<file path="src/rtl/uart_rx_sis.sv">
// uart_rx_sis: 8N1 receiver on clk_sis, LSB first; define UART_RX_PARITY_EN for 8E1 with a parity_err pulse.
// Latency: data_valid rises 9.5*CLKS_PER_BIT+SYNC_STAGES cycles after rx falls (one extra bit time with parity).
// Backpressure: none on the line; a good byte arriving while data_valid is unacknowledged is dropped and flagged by overrun.
module uart_rx_sis #(
    parameter int CLKS_PER_BIT = 16,
    parameter int SYNC_STAGES  = 2
) (
    input  logic       clk_sis,
    input  logic       rst,
    input  logic       rx,
    input  logic       rd_ack,
    output logic [7:0] data_out,
    output logic       data_valid,
    output logic       frame_err,
    output logic       overrun,
`ifdef UART_RX_PARITY_EN
    output logic       parity_err,
`endif
    output logic       busy
);

    localparam int CNT_W = $clog2(CLKS_PER_BIT);
    localparam logic [CNT_W-1:0] HALF_LAST = CNT_W'(CLKS_PER_BIT / 2 - 1);
    localparam logic [CNT_W-1:0] BIT_LAST  = CNT_W'(CLKS_PER_BIT - 1);

    typedef enum logic [2:0] {
        S_IDLE,
        S_START,
        S_DATA,
        S_PARITY,
        S_STOP,
        S_BREAK
    } state_t;

    state_t                 state;
    logic [CNT_W-1:0]       cnt;
    logic [2:0]             idx;
    logic [7:0]             shift;
    logic [SYNC_STAGES-1:0] sync_q;
    logic                   rx_s;
`ifdef UART_RX_PARITY_EN
    logic                   par_bit;
`endif

    // Reset to all ones so a line held low during reset is not taken as a start bit.
    always_ff @(posedge clk_sis) begin
        if (rst) begin
            sync_q <= '1;
        end else begin
            sync_q <= {sync_q[SYNC_STAGES-2:0], rx};
        end
    end

    assign rx_s = sync_q[SYNC_STAGES-1];

    always_ff @(posedge clk_sis) begin
        if (rst) begin
            state      <= S_IDLE;
            cnt        <= '0;
            idx        <= '0;
            shift      <= '0;
            data_out   <= '0;
            data_valid <= 1'b0;
            frame_err  <= 1'b0;
            overrun    <= 1'b0;
            busy       <= 1'b0;
`ifdef UART_RX_PARITY_EN
            par_bit    <= 1'b0;
            parity_err <= 1'b0;
`endif
        end else begin
            frame_err <= 1'b0;
            overrun   <= 1'b0;
`ifdef UART_RX_PARITY_EN
            parity_err <= 1'b0;
`endif
            // A good-frame delivery in the same cycle overrides this clear.
            if (rd_ack && data_valid) begin
                data_valid <= 1'b0;
            end

            case (state)
                S_IDLE: begin
                    if (!rx_s) begin
                        state <= S_START;
                        cnt   <= '0;
                        busy  <= 1'b1;
                    end
                end

                S_START: begin
                    if (cnt == HALF_LAST) begin
                        cnt <= '0;
                        if (!rx_s) begin
                            state <= S_DATA;
                            idx   <= '0;
                        end else begin
                            state <= S_IDLE;
                            busy  <= 1'b0;
                        end
                    end else begin
                        cnt <= cnt + 1'b1;
                    end
                end

                S_DATA: begin
                    if (cnt == BIT_LAST) begin
                        cnt        <= '0;
                        shift[idx] <= rx_s;
                        idx        <= idx + 3'd1;
                        if (idx == 3'd7) begin
`ifdef UART_RX_PARITY_EN
                            state <= S_PARITY;
`else
                            state <= S_STOP;
`endif
                        end
                    end else begin
                        cnt <= cnt + 1'b1;
                    end
                end

`ifdef UART_RX_PARITY_EN
                S_PARITY: begin
                    if (cnt == BIT_LAST) begin
                        cnt     <= '0;
                        par_bit <= rx_s;
                        state   <= S_STOP;
                    end else begin
                        cnt <= cnt + 1'b1;
                    end
                end
`endif

                S_STOP: begin
                    if (cnt == BIT_LAST) begin
                        cnt <= '0;
`ifdef UART_RX_PARITY_EN
                        parity_err <= (par_bit != ^shift);
`endif
                        if (rx_s) begin
                            state <= S_IDLE;
                            busy  <= 1'b0;
                            if (!data_valid || rd_ack) begin
                                data_out   <= shift;
                                data_valid <= 1'b1;
                            end else begin
                                overrun <= 1'b1;
                            end
                        end else begin
                            frame_err <= 1'b1;
                            state     <= S_BREAK;
                        end
                    end else begin
                        cnt <= cnt + 1'b1;
                    end
                end

                // Hold here until the line returns high so a stuck-low line yields one error only.
                S_BREAK: begin
                    if (rx_s) begin
                        state <= S_IDLE;
                        busy  <= 1'b0;
                    end
                end

                default: begin
                    state <= S_IDLE;
                    busy  <= 1'b0;
                end
            endcase
        end
    end

endmodule
</file>
<file path="config.mk">
export PLATFORM = sky130hd
export DESIGN_NAME = uart_rx_sis
export DESIGN_NICKNAME = d
export VERILOG_FILES = /design/src/rtl/uart_rx_sis.sv
export SDC_FILE = /design/constraint.sdc
export NUM_CORES = 1
export LEC_CHECK = 0
export CAP_MARGIN = 15
export CORE_ASPECT_RATIO = 0.9
export CORE_UTILIZATION = 45
export DETAILED_ROUTE_END_ITERATION = 8
export DONT_BUFFER_PORTS = 1
export GPL_TIMING_DRIVEN = 1
export MAX_ROUTING_LAYER = met4
export REMOVE_ABC_BUFFERS = 1
export SYNTH_ARGS = -nofsm -noshare
export SYNTH_HDL_FRONTEND = slang
export SYNTH_SLANG_ARGS = --single-unit
</file>
<file path="constraint.sdc">
create_clock -name clk_sis -period 1.85 [get_ports clk_sis]
set_input_delay 0.0925 -clock clk_sis [delete_from_list [all_inputs] [get_ports clk_sis]]
set_output_delay 0.0925 -clock clk_sis [all_outputs]
set_load 0.01 [all_outputs]
</file>
==> results of run 1 <==
-- per-layer routing --
metal / part of all wire [%] / track usage [%] / vias to the layer above / routed length [um]
met5: 0 / - / - / 0
met4: 1.6 / 11.0 / 0 / 50
met3: 7.7 / 6.30 / 6 / 241
met2: 43 / 27.5 / 39 / 1360
met1: 48 / 25.4 / 581 / 1500
li1: - / - / 606 / -
-- sequential cells by signal, indices dropped and copies added, names as in the netlist --
register,count
sync_q,2
state,3
frame_err,1
cnt,4
data_out,8
busy,1
idx,3
overrun,1
shift,8
data_valid,1
-- logic make-up after synthesis --
kind of cell | synth area share [%]
AND/OR/NAND/NOR | 29.7
flip-flops | 42.5
AO/OA/AOI/OAI | 12.1
buffers and inverters | 3.90
multiplexers | 8.64
adder cells (fa/ha/maj) | 2.49
XOR/XNOR | 0.582
-- power groups by stage --
stage / Sequential (uW) / Clock, uW / Combinational [uW]
2_1_floorplan: 724 / 0 / 34.8
3_3_place_gp: 718 / 0 / 54.8
3_5_place_dp: 719 / 0 / 56.6
4_1_cts: 703 / 576 / 69.3
5_1_grt: 704 / 597 / 76.3
6_report: 703 / 557 / 69.7
-- layout make-up --
type / count / share of cell area [%]
Multi-Input combinational cell: 121 / 48.3
Sequential cell: 32 / 37.9
Clock buffer: 6 / 4.89
Timing Repair Buffer: 10 / 4.74
Tap cell: 42 / 3.11
Clock inverter: 2 / 0.592
Inverter: 2 / 0.444
-- placed cells by master (no fill, tap or decap), drive strengths merged --
| cell type | instances |
|---|---|
| clkinv | 2 |
| a211o | 1 |
| or2 | 3 |
| a21o | 1 |
| or4b | 2 |
| a2bb2oi | 1 |
| a21oi | 8 |
| inv | 2 |
| nor2 | 22 |
| buf | 8 |
| nor4 | 5 |
| a41oi | 2 |
| mux2i | 13 |
| nand3 | 7 |
| o31ai | 2 |
| and3b | 1 |
| dlygate4sd3 | 2 |
| or3b | 1 |
| nor3b | 2 |
| dfxtp | 32 |
| o21bai | 1 |
| nand2 | 10 |
| and3 | 1 |
| clkbuf | 6 |
| nand4 | 3 |
| nand3b | 4 |
| a32oi | 1 |
| nor2b | 2 |
| a2111oi | 1 |
| o21ai | 5 |
| or3 | 1 |
| nand2b | 7 |
| xnor2 | 1 |
| ha | 3 |
| a31oi | 2 |
| a22oi | 3 |
| nor3 | 5 |
-- per-stage QoR --
stage	cells	instance area, um^2
finish	215	1690
global route	215	1690
CTS	215	1680
detailed placement	205	1570
global placement	205	1570
floorplan	155	1460
-- what timing repair did --
action | 4_1_cts | 5_1_grt
gates resized for setup | 0 | 2
endpoints found under the setup margin | 0 | 8
hold buffers | 2 | 0
hold endpoints to repair | 30 | 0
-- worst paths after layout --
| path | startpoint | to | slack, ns | cells past startpoint |
|---|---|---|---|---|
| max reg2reg | state[2]$_SDFFE_PP0P_ | shift[7]$_SDFFE_PP0P_ | 0.19 | 4 |
| min | rst | shift[2]$_SDFFE_PP0P_ | 0.03 | 2 |
| max | state[2]$_SDFFE_PP0P_ | shift[7]$_SDFFE_PP0P_ | 0.19 | 4 |
| min reg2reg | sync_q[0]$_SDFF_PP1_ | sync_q[1]$_SDFF_PP1_ | 0.41 | 1 |
==> out/summary.txt, run 1 <==
Die width: 63.0 um
FF+latch area: 641 um^2
DRT Wirelength: 3.15 mm
RSZ-0062 raised after global routing: false
First-pass detailed-route iteration total: 4
Post-synth top area share: 42.5%
Worst vdd ir: 0.000501 V
Crit-path slowest cell: or3b_1
Pwr/cell area: 787 nW/um^2
Area occupied by multi-input gates: 817 um^2
Normalized max-slew margin: 29.9%
Row count: 19
Vias: 1,232
Setup Skew: 0.0111 ns
Avg Synthesized Cell Area: 9.02 um^2
Comb power frac: 5.2%
Clock power frac: 41.9%
Port bufs: 0
Antenna Nets Post-Route: 0
Setup Buffers After CTS: 0
Fin Setup TNS: 0 ns
Initial antenna violation count: 0
Post-synthesis instance total: 167
Slew Viols, Final: 0
Fillcell total: 296
Largest net degree at the start of global routing: 31
Nature of the critical path endpoint: flop
Synthesis Warnings: 0
CTS sink cnt: 32
Delay-heaviest family, CP: simple AND/OR/NAND/NOR gates
Top post-synthesis cells by count: 32 x dfxtp_1, 22 x nor2_1, 13 x mux2i_1
Root Buffer: clkbuf_8
Nets: 179
Initial Utilization: 48.4%
Die height: 56.9 um
Skew-Pair Late Insertion Delay: 0.29 ns
Max-cap violations: 0
Clk pin slew, worst setup/hold paths: 0.07 ns
Layout area overhead: 12.2%
Cell area after synthesis: 1510 um^2
CTS Buf Count: 5
Core area: 3110 um^2
Yosys reg bits: 32
Final Power: 1330 uW
N_diodes: 0
Buf/Inv on CP: 0
Min Clock Period, post-route: 1.66 ns
Routability cong.: 0.816
Status: finished clean
Leakage Power: 0.000630 uW
Data arrival, critical path: 1.80 ns
Asr flop ratio synth: 0%
Area contributors post-synth: dfxtp_1 43%, mux2i_1 8.6%, nor2_1 5.5%
Worst slew pin tran: 1.05 ns
Setup violators final: 0
Sw Pwr: 307 uW
GRT Util Overall: 19.9%
Setup Slack @ Placement: 0.0801 ns
Slowest stage delay, CP: 0.53 ns
Hold Path Class: in -> reg
Sequential share of power: 52.9%
Layout cells sized above 1: 16.8%
Hold Worst Slack: 0.0261 ns
Fin. Hold Viols: 0
Die area: 3580 um^2
Ys flop type: dfxtp_1
Sw frac: 23.1%
Crit Path Max Fanout: 8
Post-synthesis cell type count: 39
Half-perimeter wire length after placement: 2.12 mm
Vias in the first global route: 1,110
Overflow left after global routing: 0
Max clock buf depth: 2
CTS tree: built
IO Count: 16
Final Cycle Share: 89.9%
Initial detailed-routing violation count: 101
Finished Core Util: 54.3%
DRC: 0
Most frequent cell after synthesis: dfxtp_1
Fmax: 601 MHz
Seq/Total Area, Yosys: 42.5%
Routed vias/inst: 5.73
WL/cell: 14.6 um
EDFF count, synth: 0
Crit-path cells: or3b_1, nor4_2, mux2i_1, nor2_1
First-pass GRT wire length: 5.22 mm
Post-route setup slack: 0.187 ns
Post-synth top area cell: dfxtp_1
P_int: 1020 uW
Critical Path RT: 1.98 ns
Critical Path Source Type: flop
WS Path Type: reg -> reg
Max H-tree Level: 2
Note: power is estimated with default switching activity, not from simulation.
==> run 2, diff against run 1 <==
Settings changed: RECOVER_POWER set to 100.
==> run 2 against run 1 <==
Against the previous run:
- register-to-register slack worse by 0.02 ns
- count of clock-buffer cells in the layout stayed put
- routed wire length grew 0.32%
- cell area down 2.4%
- first-iteration DRC count decreased by 4.0%
- fmax fell by 1.3%
- cell count did not move
- sequential share of layout area is 0.92 points higher
- combinational power fell by 1%
- largest cell class unchanged
==> out/summary.txt, run 2 (synthesis gave the netlist of run 1 again) <==
Half-perimeter wire length after placement: 2.12 mm
DRT Wirelength: 3.16 mm
DP Cell Count: 205
Most frequent cells in the layout: 32 x dfxtp_1, 22 x nor2_1, 13 x mux2i_1, 10 x nand2_1, 8 x a21oi_1
Fin Setup TNS: 0 ns
DRC: 0
Reg-to-Reg Start: state[2]$_SDFFE_PP0P_
CTS tree: built
Max H-tree Level: 2
Setup Buffers After CTS: 0
Skew-Pair Late Insertion Delay: 0.29 ns
Core area: 3110 um^2
Initial Utilization: 48.4%
WL/cell: 14.7 um
Setup Slack @ Placement: 0.0801 ns
Crit Path Max Fanout: 8
GRT Util Overall: 19.9%
Most common cell after layout, fill and taps aside: dfxtp_1
Die area: 3580 um^2
Pwr/cell area: 804 nW/um^2
Normalized max-slew margin: 30.5%
Clk pin slew, worst setup/hold paths: 0.07 ns
Layout area overhead: 9.55%
Layout cells sized above 1: 12.7%
Nature of the critical path endpoint: flop
Hold path startpoint: rst
Leakage Power: 0.000616 uW
Final Cycle Share: 91.1%
Row count: 19
Largest net degree at the start of global routing: 31
Initial antenna violation count: 0
Data arrival, critical path: 1.82 ns
Slowest stage delay, CP: 0.50 ns
Setup crit start: state[2]$_SDFFE_PP0P_
Worst slew pin tran: 1.04 ns
Post-route setup slack: 0.164 ns
Critical Path Source Type: flop
RSZ-0062 raised after global routing: false
Worst vdd ir: 0.000502 V
Overflow left after global routing: 0
Initial detailed-routing violation count: 97
Fin. Hold Viols: 0
Die width: 63.0 um
Vias in the first global route: 1,110
Routed vias/inst: 5.75
Finished Core Util: 53.0%
Setup Skew: 0.00966 ns
Vias: 1,236
Critical Path RT: 1.98 ns
Largest regs: data_out x8, shift x8, cnt x4
Root Buffer: clkbuf_8
IO Count: 16
Port bufs: 0
First-pass GRT wire length: 5.22 mm
Antenna Nets Post-Route: 0
Crit-path cells: or3b_1, nor4_1, mux2i_1, nor2_1
Routability cong.: 0.816
Die height: 56.9 um
Slew Viols, Final: 0
Nets: 179
N_diodes: 0
First-pass detailed-route iteration total: 4
CTS Buf Count: 5
Fmax: 593 MHz
CTS sink cnt: 32
Max clock buf depth: 2
Hold Path Class: in -> reg
WS Path Type: reg -> reg
Crit-path slowest cell: or3b_1
Max-cap violations: 0
Fin cells: 215
Status: finished clean
Setup violators final: 0
Min Clock Period, post-route: 1.69 ns
## run 2: changes by cell type in the layout (fill, tap and decap cells not counted)
cell      change
nor4_1        +4
nor4_2        -4
buf_4         -3
clkbuf_1      +2
clkbuf_2      +1
nor3b_1       +1
nor3b_2       -1
## run 2: what timing repair did
action                     4_1_cts  5_1_grt
hold endpoints to repair        30        0
gates resized for setup          0        2
hold buffers                     2        0
setup endpoints to repair        0        8
## run 2: metrics by stage
stage,area [um^2],power (uW),hold slack [ns]
after global routing,1650,1380,0.0546
after global placement,1570,773,0.167
after CTS,1680,1350,0.0154
after floorplan,1460,758,0.162
after detailed placement,1570,775,0.168
final,1650,1330,0.0292
## run 2: final cells by class
class | instances | area [um^2]
clock buffer | 6 | 82.6
clock inverter | 2 | 10.0
fill | 308 | 1460
inverter | 2 | 7.51
multi-input combinational | 121 | 787
sequential | 32 | 641
tap | 42 | 52.6
timing repair buffer | 10 | 70.1
## run 2: worst max-delay path, delay by kind of cell (launching register included)
family / cells / cell delay (ns)
simple gates: 3 / 0.90
flops: 1 / 0.39
mux: 1 / 0.23
## run 2: routing by layer
layer	up-vias	part of all wire (%)	GRT usage (%)	wire length (um)
met5	-	0	-	0
met4	0	1.1	11.0	34
met3	4	5.9	6.30	186
met2	38	43	27.5	1360
met1	587	50	25.4	1580
li1	607	-	-	-
## run 2: path summary, 6_finish.rpt
check / endpoint / slack, ns / cells past startpoint
worst max-delay path: shift[7]$_SDFFE_PP0P_ / 0.16 / 4
worst min register to register: sync_q[1]$_SDFF_PP1_ / 0.41 / 1
worst min-delay path: shift[2]$_SDFFE_PP0P_ / 0.03 / 2
worst max register to register: shift[7]$_SDFFE_PP0P_ / 0.16 / 4
## run 2: power breakdown
| group | internal [uW] | switching [uW] | total (uW) |
|---|---|---|---|
| combinational | 28.9 | 39.8 | 68.7 |
| clock | 296 | 259 | 555 |
| sequential | 697 | 6.28 | 703 |
| total | 1020 | 305 | 1330 |
